### config.mk
export PLATFORM = sky130hd
export DESIGN_NAME = fifo_wr_arbiter
export DESIGN_NICKNAME = d
export VERILOG_FILES = /design/src/rtl/fifo_wr_arbiter.sv
export SDC_FILE = /design/constraint.sdc
export NUM_CORES = 1
export LEC_CHECK = 0
export BUFFER_PORTS_ARGS = -buffer_cell sky130_fd_sc_hd__buf_2
export CAP_MARGIN = 10
export CORE_ASPECT_RATIO = 2
export CORE_MARGIN = 3
export CORE_UTILIZATION = 45
export DETAILED_ROUTE_END_ITERATION = 8
export PLACE_DENSITY = 0.87
export SYNTH_ARGS = -nofsm -noshare
export SYNTH_HDL_FRONTEND = slang
export SYNTH_SLANG_ARGS = --single-unit
export TNS_END_PERCENT = 1
### constraint.sdc
create_clock -name clk -period 5.09 [get_ports clk]
set_clock_uncertainty 0.1 [all_clocks]
set_input_delay 0.509 -clock clk [delete_from_list [all_inputs] [get_ports clk]]
set_output_delay 0.509 -clock clk [all_outputs]
set_load 0.05 [all_outputs]
### src/rtl/fifo_wr_arbiter.sv
// fifo_wr_arbiter: two-producer write arbiter in front of a downstream FIFO.
// Producers are served in bursts of up to BURST words with round-robin
// hand-over between bursts. The module also tracks FIFO occupancy, gates
// consumer reads, and latches the FIFO overflow flag.
// Optional feature macro: FIFO_ARB_STATS_EN enables per-producer
// accepted-word counters on cnt_a/cnt_b. Without it they are tied to zero.
module fifo_wr_arbiter #(
    parameter int DW    = 8,
    parameter int DEPTH = 16,
    parameter int BURST = 4
) (
    input  logic                   clk,
    input  logic                   rst,
    input  logic                   req_a,
    input  logic                   req_b,
    input  logic [DW-1:0]          data_a,
    input  logic [DW-1:0]          data_b,
    output logic                   gnt_a,
    output logic                   gnt_b,
    input  logic                   cons_rd,
    output logic                   rd_ack,
    output logic                   fifo_write,
    output logic [DW-1:0]          fifo_data,
    output logic                   fifo_read,
    input  logic                   fifo_overflow,
    output logic [$clog2(DEPTH):0] count,
    output logic                   err,
    output logic [15:0]            cnt_a,
    output logic [15:0]            cnt_b
);

    localparam int CW = $clog2(DEPTH) + 1;
    localparam int BW = (BURST > 1) ? $clog2(BURST) : 1;
    localparam logic [BW-1:0] BEAT_LAST = BW'(BURST - 1);
    localparam logic [CW:0]   DEPTH_X   = (CW + 1)'(DEPTH);

    typedef enum logic [1:0] {
        IDLE,
        SERVE_A,
        SERVE_B
    } state_t;

    state_t        state;
    logic          last_b;
    logic [BW-1:0] beat;
    logic          space;
    logic          acc_a;
    logic          acc_b;

    // A word still sitting in the write register counts against capacity,
    // so the FIFO can never be offered more words than it can hold.
    assign space = ({1'b0, count} + {{CW{1'b0}}, fifo_write}) < DEPTH_X;

    assign gnt_a = !rst && (state == SERVE_A) && req_a && space;
    assign gnt_b = !rst && (state == SERVE_B) && req_b && space;
    assign acc_a = req_a && gnt_a;
    assign acc_b = req_b && gnt_b;

    // Reads only go out when something is stored; a word being written this
    // cycle is not yet in count, so it cannot be read back in the same cycle.
    assign rd_ack    = !rst && cons_rd && (count != '0);
    assign fifo_read = rd_ack;

    // Arbitration FSM: burst tenure per producer, round-robin on hand-over.
    always_ff @(posedge clk) begin
        if (rst) begin
            state  <= IDLE;
            last_b <= 1'b1;
            beat   <= '0;
        end else begin
            case (state)
                IDLE: begin
                    if (req_a && (!req_b || last_b)) begin
                        state <= SERVE_A;
                    end else if (req_b) begin
                        state <= SERVE_B;
                    end
                end
                SERVE_A: begin
                    if ((acc_a && (beat == BEAT_LAST)) || !req_a) begin
                        last_b <= 1'b0;
                        beat   <= '0;
                        if (req_b) begin
                            state <= SERVE_B;
                        end else if (req_a) begin
                            state <= SERVE_A;
                        end else begin
                            state <= IDLE;
                        end
                    end else if (acc_a) begin
                        beat <= beat + 1'b1;
                    end
                end
                SERVE_B: begin
                    if ((acc_b && (beat == BEAT_LAST)) || !req_b) begin
                        last_b <= 1'b1;
                        beat   <= '0;
                        if (req_a) begin
                            state <= SERVE_A;
                        end else if (req_b) begin
                            state <= SERVE_B;
                        end else begin
                            state <= IDLE;
                        end
                    end else if (acc_b) begin
                        beat <= beat + 1'b1;
                    end
                end
                default: begin
                    state <= IDLE;
                end
            endcase
        end
    end

    // Write register: the accepted word reaches the FIFO one cycle later.
    always_ff @(posedge clk) begin
        if (rst) begin
            fifo_write <= 1'b0;
            fifo_data  <= '0;
        end else begin
            fifo_write <= acc_a || acc_b;
            if (acc_a) begin
                fifo_data <= data_a;
            end else if (acc_b) begin
                fifo_data <= data_b;
            end
        end
    end

    // Occupancy tracking: a simultaneous write and read cancel out.
    always_ff @(posedge clk) begin
        if (rst) begin
            count <= '0;
        end else begin
            case ({fifo_write, fifo_read})
                2'b10:   count <= count + 1'b1;
                2'b01:   count <= count - 1'b1;
                default: count <= count;
            endcase
        end
    end

    // Sticky overflow flag, cleared only by reset.
    always_ff @(posedge clk) begin
        if (rst) begin
            err <= 1'b0;
        end else if (fifo_overflow) begin
            err <= 1'b1;
        end
    end

`ifdef FIFO_ARB_STATS_EN
    // Saturating per-producer accept counters.
    always_ff @(posedge clk) begin
        if (rst) begin
            cnt_a <= '0;
            cnt_b <= '0;
        end else begin
            if (acc_a && (cnt_a != 16'hFFFF)) begin
                cnt_a <= cnt_a + 1'b1;
            end
            if (acc_b && (cnt_b != 16'hFFFF)) begin
                cnt_b <= cnt_b + 1'b1;
            end
        end
    end
`else
    assign cnt_a = '0;
    assign cnt_b = '0;
`endif

endmodule

== Word level (Yosys, flattened, before mapping) ==
Cells that the tools add are included.

* Add/subtract/negate cells: 4
* Order comparisons: 1
* Equal/unequal tests: 10
* Multiplexer cells: 20
* Reductions and logical operators: 28

{| class="wikitable"
|+ Operators by type and width
! cell !! count
|-
| $mux W2 || 11
|-
| $mux W8 || 2
|-
| $logic_and A1 B1 Y1 || 13
|-
| $pmux W5 S2 || 1
|-
| $reduce_and A3 Y1 || 3
|-
| $add A5 B1 Y6 || 1
|-
| $eq A2 B2 Y1 const B || 3
|-
| $lt A6 B5 Y1 const B || 1
|-
| $ne A3 B2 Y1 const B || 2
|-
| $pmux W2 S3 || 1
|-
| $reduce_bool A2 Y1 || 3
|-
| $add A5 B1 Y5 const B || 1
|-
| $reduce_bool A5 Y1 || 1
|-
| $sub A5 B1 Y5 const B || 1
|-
| $eq A2 B1 Y1 const B || 2
|-
| $logic_or A1 B1 Y1 || 4
|-
| $ne A2 B1 Y1 const B || 2
|-
| $pmux W2 S2 || 1
|-
| $logic_not A1 Y1 || 3
|-
| $mux W1 || 3
|-
| $ne A3 B3 Y1 const B || 1
|-
| $add A2 B1 Y2 const B || 1
|-
| $logic_not A2 Y1 || 1
|-
| $pmux W1 S2 || 1
|}

* Register bits after elaboration: 20
* Input bits: 22
* Output and inout bits: 51
* Word-level logic and storage cells: 70

== Longest topological paths before layout ==
Gate-level depths: netlist (run 1).

* Depth after elaboration: 9
* Depth in mapped cells: 10
* Mapped depth without buffers: 10

== Least setup slack after synthesis (run 1) ==
Ideal clock, no wire load.

* Path type: flip-flop to flip-flop
* From: register count[4]
* To: register count[4]
* Library setup time: 0.071 ns
* Arrival: 3.829 ns
* Required time: 4.919 ns
* Path slack: 1.091 ns
* Cell stages (with the launch flop): 11
* Buffers on the path: 0
* Clock period less this slack: 3.999 ns
* Cell sequence: dfxtp_1 or4_1 nor2_1 nor3b_1 ha_1 ha_1 a21o_1 a21oi_1 xor2_1 or3_1 a21oi_1

* Cells in the longest elaborated chain, start to end: 4
* Elaborated cells on any way between the ends: 8
* Those cells by class: add/sub: 2; eq/ne: 2; mux: 1; reduce/logical: 3

{| class="wikitable"
|+ RTL lines
! element !! RTL line !! RTL
|-
| start: declaration || 26 || <nowiki>output logic [$clog2(DEPTH):0] count,</nowiki>
|-
| start signal: assignment || 137 || <nowiki>2'b10: count <= count + 1'b1;</nowiki>
|-
| start signal: assignment || 138 || <nowiki>2'b01: count <= count - 1'b1;</nowiki>
|-
| start signal: assignment || 139 || <nowiki>default: count <= count;</nowiki>
|-
| $reduce_bool A5 Y1 * || 61 || <nowiki>assign rd_ack = !rst && cons_rd && (count != '0);</nowiki>
|-
| $logic_and A1 B1 Y1 * || 61 ||
|-
| named net fifo_read || 24 || <nowiki>output logic fifo_read,</nowiki>
|-
| $eq A2 B1 Y1 / $eq A2 B2 Y1 (equally long branches) || 136 || <nowiki>case ({fifo_write, fifo_read})</nowiki>
|-
| $pmux W5 S2 / $reduce_bool A2 Y1 (equally long branches) || - ||
|}

The timed path passes the listed nets; every way through them passes the cells marked *.
A chain may end at the register's enable or synchronous reset.

== Final worst setup path (run 1) ==
* From: register count[1]
* To: register count[4]

* Cells in the longest elaborated chain, start to end: 4
* Elaborated cells on any way between the ends: 8
* Those cells by class: add/sub: 2; eq/ne: 2; mux: 1; reduce/logical: 3

{| class="wikitable"
|+ RTL lines
! element
|-
| branches (longest 4 deep; another with $sub A5 B1 Y5)
|}

Several ways; the timed one is not identified.

==> results of run 1 <==
[final cells by class]
type,instances,area (sq um),area share (%)
Tap cell,30,37.5,2.44
Multi-Input combinational cell,135,830,53.8
Sequential cell,20,400,26.0
Inverter,5,18.8,1.22
Timing Repair Buffer,40,200,13.0
Clock buffer,4,55.1,3.57
[cell usage after synthesis (2+ instances only)]
| master | instances | area [sq um] |
|---|---|---|
| nand3b_1 | 2 | 15.0 |
| nand2_1 | 6 | 22.5 |
| o22ai_1 | 8 | 50.1 |
| ha_1 | 9 | 113 |
| inv_1 | 5 | 18.8 |
| clkbuf_1 | 3 | 11.3 |
| buf_4 | 33 | 248 |
| o21ai_0 | 6 | 30.0 |
| dfxtp_1 | 20 | 400 |
| a211oi_1 | 9 | 67.6 |
| a21o_1 | 4 | 30.0 |
| a21oi_1 | 8 | 40.0 |
| nor2_1 | 26 | 97.6 |
| or3_1 | 2 | 12.5 |
| buf_6 | 3 | 33.8 |
| mux2i_1 | 3 | 30.0 |
| xnor2_1 | 2 | 17.5 |
| xor2_1 | 2 | 17.5 |
[kinds of logic after synthesis]
logic type	share of synthesized area, %
AO/OA/AOI/OAI	20.2
buffers and inverters	22.1
adder cells (fa/ha/maj)	9.27
other	0.262
XOR/XNOR	2.45
flip-flops	28.0
multiplexers	2.10
AND/OR/NAND/NOR	15.6
[registers in the layout, summed over array words and instances (netlist names)]
register and flops:
count 5, last_b 1, state 2, fifo_data 8
beat 2, fifo_write 1, err 1
[final timing paths]
path | start | to | cells after the start
setup / recovery | count[1]$_SDFFE_PP0P_ | count[4]$_SDFFE_PP0P_ | 10
hold / removal | fifo_overflow | err$_SDFFE_PP0P_ | 3
setup reg to reg | count[1]$_SDFFE_PP0P_ | count[4]$_SDFFE_PP0P_ | 10
hold reg to reg | err$_SDFFE_PP0P_ | err$_SDFFE_PP0P_ | 2
[power breakdown]
group	switching, mW	internal, mW
Combinational	0.209	0.0801
Clock	0.0497	0.0688
Sequential	0.0206	0.183
Total	0.279	0.332
[worst max-delay path, cell delays in order, from the launching register on]
cell	delay [ps]
dfxtp_1	370
or4_1	540
nor2_1	100
nor3b_1	70
ha_1	290
fa_1	440
a21o_1	170
a21oi_1	170
xor2_1	90
or3_1	300
a21oi_1	140
[per-stage QoR]
stage,power [mW],cell area [sq um],hold WS [ps],std cells
after floorplan,0.472,1550,370,200
after global placement,0.492,1490,358,230
after detailed placement,0.497,1490,356,230
after CTS,0.616,1540,353,234
after global routing,0.653,1540,394,234
final,0.611,1540,350,234
[routing by layer]
layer  vias up  global-route usage (%)  part of all wire [%]
met1       538                    15.6                    35
met4         0                    6.48                   2.5
li1        585                       -                     -
met3         7                    2.10                   9.8
met2        59                    25.5                    53
met5         -                       0                     0
==> metrics.txt, run 1 <==
I/O Pins=73; final wirelength=2670 microns; vias in the first global route=between 1,000 and 1,500; Layout fillers=~320; Die Wd=approximately 46 microns; maximum clock rate=about 350 MHz; CTS sink count=20; Area growth syn-to-layout=7.79%; Netlist cell types=36; All-Layer GR Usage=14.4%; grt total ovfl=0; hold_buf cts=0; async set or reset register ratio after synthesis=0%; Post-synth EDFFs=0; routed vias/inst=5.08; Final Util=51.2%; core area=0.00301 sq mm; fin worst setup slack=around 2200 ps; total iterations of the first detailed-routing run=4; layout cell share with drive strength beyond 1=about 25%; Via Count=~1,200; die footprint=just under 0.004 sq mm; Synth Cell Area=between 0.001 and 0.0015 sq mm; r2r setup slk=approximately 2200 ps; most common cell after layout, fill and taps aside=buf_2; Setup crit start kind=flop; worst vdd ir=0.203 mV; number of synthesized register bits=20; Worst-path clk slew=70 ps; # DRC=0; final setup violation count=0; Initial Util=47.5%; Mapped Cells=169; first-pass GRT wire length=4460 microns; H-tree depth=1; number of core rows=28; Worst EP arrival=2940 ps; Antenna Nets Post-Route=0; min-delay worst type=in -> reg; leakage power=0.801 nW; worst skew pair latency=roughly 260 ps; DIE HEIGHT=85.7 microns; routability cong.=~0.78; RSZ-0062 raised after global routing=false; Max Buffers Root-to-Sink=2; Root Buffer=clkbuf_8; WP data required=just over 5000 ps; post-CTS setup buffer count=0; DP Worst Slack=2250 ps; worst-path maximum fanout=6; cts bufs inserted=3; Fin. Hold Viols=0; antenna violations before repair=0; TritonCTS clock tree=built; outcome=completed; most frequent cells in the layout=buf_2 (40), conb_1 (32), nor2_1 (26); register area share after synthesis=28.0%; Antenna Diode Count=0; maximum capacitance violations=0; fin crit period=~2900 ps; Pwr per Cell Area=396 mW/mm^2; Final nets=around 240; CP Class=reg -> reg; post-route clock period utilization=56.0%; Routed WL per cell=11.4 microns; Setup crit end kind=flop; largest net degree at the start of global routing=26; Post-synth top flop=dfxtp_1; synthesized area per cell=roughly 8.5 sq um; Detailed Place HPWL=2150 microns; synth warn=0; post-cts sizing count=0; Detailed Route Iter0 Violations=14; setup TNS=0 ps; I/O Buffers=40; Final Max Slew Viols=0
(Power assumes the default switching activity.)
==> inputs of run 2 (changes only) <==
ABC_AREA = 1   (was unset)
clock period = 2.7 ns   (was 5.09 ns; I/O delays follow)
==> run 2 against run 1 <==
  * Clock power rose to 2.5 times the previous value
  * Critical path depth up 3
  * Worst setup slack lost 1900 ps
  * Cell count rose by 21%
  * Global-route usage rose by 1.5 points
  * Combinational power rose to 3.2 times the previous value
  * Sequential cell count is the same
  * Utilization is 3.0 points higher
  * Sequential power is 110% higher
  * Critical path type unchanged
  * Largest cell class unchanged
  * Highest routed layer unchanged
==> metrics.txt, run 2 <==
Mapped Cells=212; leakage power=between 0.9 and 1 nW; most common cell in the netlist=nand2_1; Final Max Slew Viols=0; Area growth syn-to-layout=11.3%; Layout fillers=303; Synth Area in XOR/XNOR=1.18%; CP Launch Point=count[4]$_SDFFE_PP0P_; Detailed Route Iter0 Violations=20; Hold WS=110 ps; Register Area=402 sq um; setup TNS=0 ps; Multi-input gate area=~840 sq um; Worst path max stage delay=420 ps; TritonCTS clock tree=built; Fin. Hold Viols=0; Regs by FF count=fifo_data: 8 flops, count: 5 flops; first-pass GRT wire length=about 4800 microns; Area contributors post-synth=dfxtp_1 (27%), buf_4 (17%), nand2_1 (10%), ha_1 (7.6%), a21oi_1 (7.1%); Max Buffers Root-to-Sink=2; Root Buffer=clkbuf_8; vias in the first global route=between 1,000 and 1,500; Critical Path, Cell by Cell=inv_2 -> nand3_1 -> o311ai_2 -> inv_2 -> ha_1 -> fa_1 -> a21oi_1 -> nor2_1 -> o21ai_0 -> nand3b_1 -> nand2_1 -> nand2_1 -> nor2_1; synthesized area per cell=~7 sq um; maximum clock rate=419 MHz; Via Count=1,352; Setup crit end kind=flop; Synth top cells by count=nand2_1 (41), buf_4 (33), nor2_1 (24), a21oi_1 (21), dfxtp_1 (20); Initial Util=between 40% and 50%; All-Layer GR Usage=15.8%; Worst-path clk slew=80 ps; routed vias/inst=4.79; Antenna Diode Count=0; layout cell share with drive strength beyond 1=~25%; CP max stage cell=fa_1; I/O Buffers=40; grt total ovfl=0; die footprint=0.00406 sq mm; min-delay worst type=in -> reg; Post-synth EDFFs=0; worst vdd ir=0.671 mV; fin crit period=2390 ps; Tot Pwr=1.67 mW; final wirelength=around 3200 microns; worst-path maximum fanout=7; register area share after synthesis=27.0%; antenna violations before repair=0; post-route clock period utilization=between 80% and 90%; # DRC=0; Synth Area in Simple Gates=25.3%; Compound-Gate Fraction of Synth Area=12.7%; max FFs per register=8; H-tree depth=1; DP Worst Slack=about 220 ps; final setup violation count=0; I/O Pins=between 70 and 80; fin worst setup slack=312 ps; RSZ-0062 raised after global routing=false; most common cell after layout, fill and taps aside=nand2_1; Pwr per Cell Area=1010 mW/mm^2; worst skew pair latency=260 ps; routability cong.=0.785; CP Class=reg -> reg; async set or reset register ratio after synthesis=0%; post-synthesis adder-cell area fraction=8.95%; Final nets=285; HP Start=fifo_overflow; Netlist cell types=29; Die Wd=46.6 microns; outcome=completed; DIE HEIGHT=87.2 microns; biggest area consumer among synthesized cells=dfxtp_1; number of synthesized register bits=20; cts bufs inserted=3; Setup crit start kind=flop; mux cell area share after synthesis=0%; CTS sink count=20; Worst R2R Start=count[4]$_SDFFE_PP0P_; most frequent cells in the layout=nand2_1 (41), buf_2 (40), conb_1 (32); Detailed Place HPWL=roughly 2600 microns; Antenna Nets Post-Route=0; Synth top area share=27.0%; largest family of logic cells by synthesized area=simple AND/OR/NAND/NOR gates; Routed WL per cell=11.2 microns; core area=slightly above 0.003 sq mm; largest net degree at the start of global routing=17; Post-synth top flop=dfxtp_1; WP data required=2800 ps; post-CTS setup buffer count=0; number of core rows=28; Largest Register=fifo_data; total iterations of the first detailed-routing run=4; Worst EP arrival=between 2000 and 2500 ps; maximum capacitance violations=0; Synth Cell Area=approximately 0.0015 sq mm; synth warn=0
[run 2: cell count changes after synthesis, sizes merged, moves of 3 or more]
cell and change:
inv +17, a21o -4, nand4 +6, a211oi -8, nand2 +37, nand3 +8, o22ai -8, a21oi +14
mux2i -3
[run 2: final cells by class]
class | count | area share (%)
Clock buffer | 3 | 2.50
Clock inverter | 1 | 1.82
Inverter | 23 | 5.53
Multi-Input combinational cell | 164 | 50.9
Sequential cell | 20 | 24.3
Tap cell | 30 | 2.27
Timing Repair Buffer | 41 | 12.6
[run 2: worst paths after layout]
path | end | slack, ps | depth (start not counted)
setup reg to reg | count[4]$_SDFFE_PP0P_ | 310 | 13
hold reg to reg | last_b$_SDFFE_PP1P_ | 360 | 2
setup / recovery | count[4]$_SDFFE_PP0P_ | 310 | 13
hold / removal | err$_SDFFE_PP0P_ | 110 | 3
[run 2: logic make-up (layout without fill, tap and decap cells)]
logic type | count (synthesis) | in the layout
and+or+nand+nor | 87 | 87
adders and majority gates | 10 | 10
other | 1 | 32
buffers and inverters | 59 | 68
DFF | 20 | 20
xor gates and xnor gates | 2 | 2
AOI/OAI and AO/OA | 33 | 33
[run 2: per-stage QoR]
step	instances	utilization, %	area (sq um)
floorplan	243	-	1600
global placement	278	51.6	1570
detailed placement	278	51.6	1570
CTS	282	53.9	1640
global route	282	54.1	1650
finish	282	54.1	1650
[run 2: layer usage]
metal | vias up | global-route usage (%) | routed length (microns)
met5 | - | 0 | 0
li1 | 690 | - | -
met3 | 4 | 2.07 | 222
met2 | 53 | 29.8 | 1830
met4 | 0 | 5.44 | 42
met1 | 605 | 16.6 | 1060
[run 2: timing repair]
| item | CTS | global route |
|---|---|---|
| setup endpoints to repair | 0 | 1 |
| hold buffers | 0 | 0 |
| gates resized for setup | 0 | 2 |
[run 2: worst max-delay path, delay by kind of cell, from the launching register on]
family	cells	cell delay, ps
compound gates	3	540
simple gates	6	480
buf+inv	2	180
fa+ha+maj	2	690
flops	1	330
[run 2: power by group]
| part | internal (mW) | switching, mW |
|---|---|---|
| Clock | 0.198 | 0.101 |
| Sequential | 0.370 | 0.0651 |
| Combinational | 0.259 | 0.677 |
| Total | 0.827 | 0.843 |
==> inputs of run 3 (changes only) <==
ABC_AREA = unset   (was 1)
==> run 3 against run 2 <==
  * Combinational power decreased by 40%
  * Largest power group unchanged
  * Sequential cell count unchanged
  * Routed wire length decreased by 8.6%
  * Largest cell class unchanged
==> metrics.txt, run 3 (synthesis results as in run 1) <==
H-tree depth=1; leakage power=0.814 nW; maximum clock rate=375 MHz; power share of the combinational group=48.0%; Register Area=between 400 and 500 sq um; Area growth syn-to-layout=13.6%; antenna violations before repair=0; largest net degree at the start of global routing=25; DIE HEIGHT=85.7 microns; Max Buffers Root-to-Sink=2; CP Class=reg -> reg; Setup crit end kind=flop; Pwr per Cell Area=722 mW/mm^2; DP Area=0.00156 sq mm; I/O Buffers=40; Worst-path clk slew=70 ps; I/O Pins=73; met3 usage=~1.9%; Multi-input gate area=slightly below 900 sq um; worst vdd ir=0.344 mV; first-pass GRT wire length=4470 microns; WP data required=2780 ps; FF-to-FF path depth=10; fin worst setup slack=approximately 30 ps; CTS sink count=20; Clock Power Share=19.2%; worst-path maximum fanout=5; die footprint=roughly 0.0039 sq mm; Setup crit start kind=flop; Layout fillers=306; Final nets=238; number of core rows=28; maximum capacitance violations=0; Root Buffer=clkbuf_8; Largest Register=fifo_data; TritonCTS clock tree=built; most frequent cells in the layout=buf_2 (40), conb_1 (32), nor2_1 (25); Detailed Place HPWL=2290 microns; Design Area, Final=0.00163 sq mm; Regs by FF count=fifo_data: 8 flops, count: 5 flops; DP Worst Slack=18.5 ps; RSZ-0062 raised after global routing=true; cts bufs inserted=3; post-route clock period utilization=98.9%; Via Count=approximately 1,200; Routed WL per cell=12.3 microns; Final Max Slew Viols=0; P_int=about 0.64 mW; Worst EP arrival=roughly 2800 ps; max FFs per register=8; final setup violation count=0; outcome=completed; core area=approximately 0.003 sq mm; routability cong.=0.765; final wirelength=2890 microns; total iterations of the first detailed-routing run=2; hold_buf cts=0; layout cell share with drive strength beyond 1=31.2%; Die Wd=roughly 46 microns; fin crit period=2670 ps; Tot Pwr=1.17 mW; vias in the first global route=1,090; most common cell after layout, fill and taps aside=buf_2; Antenna Nets Post-Route=0; Antenna Diode Count=0; Fin. Hold Viols=0; Detailed Route Iter0 Violations=12; sequential share of power=32.9%; All-Layer GR Usage=14.5%; routed vias/inst=between 5 and 6; Hold Crit Depth=3; Sw Pwr=0.538 mW; min-delay worst type=in -> reg; M2 GR Usage=27.3%; busiest grt layer=met2; grt total ovfl=0; Net Sw Frac=between 40 and 50%; Initial Util=47.5%; # DRC=0; setup TNS=0 ps; worst skew pair latency=roughly 250 ps; GR Layer Usage met1=15.4%
[run 3: area by class of cell]
cell class                 instances  area share, %
timing repair buffer              41           12.8
multi-input combinational        135           54.6
inverter                           5           1.15
clock buffer                       4           3.39
tap                               30           2.31
sequential                        20           25.8
[run 3: final timing paths]
check / from / end / slack (ps)
worst max-delay path: count[3]$_SDFFE_PP0P_ / count[4]$_SDFFE_PP0P_ / 30
worst min register to register: err$_SDFFE_PP0P_ / err$_SDFFE_PP0P_ / 360
worst max register to register: count[3]$_SDFFE_PP0P_ / count[4]$_SDFFE_PP0P_ / 30
worst min-delay path: fifo_overflow / err$_SDFFE_PP0P_ / 120
[run 3: timing repair]
action                                  in CTS  in global routing
endpoints found under the setup margin       0                  1
gates resized for setup                      0                  3
setup buffers                                0                  0
[run 3: stage by stage]
stage,utilization (%),std cells,hold slack (ps)
final,53.9,235,118
after global routing,53.9,235,160
after CTS,53.5,235,118
after detailed placement,51.7,231,353
after global placement,51.7,231,343
after floorplan,-,200,272
[run 3: critical path, cell delays in order (launching register included)]
cell     delay [ps]
dfxtp_4         360
or4_4           540
nor2_4          110
nor3b_4          60
ha_4            190
fa_2            350
a21o_1          170
a21oi_2         140
xor2_1           80
or3_1           340
a21oi_2         160
[run 3: power by group through the flow]
stage	Sequential, mW	Combinational (mW)	Clock [mW]
final	0.386	0.563	0.225
after global routing	0.394	0.611	0.242
after CTS	0.386	0.563	0.230
after detailed placement	0.393	0.560	0
after global placement	0.389	0.554	0
after floorplan	0.502	0.398	0
[run 3: per-layer routing]
layer | vias up | wire length [microns]
met1 | 549 | 1010
met3 | 4 | 223
met5 | - | 0
li1 | 590 | -
met4 | 0 | 27
met2 | 54 | 1620
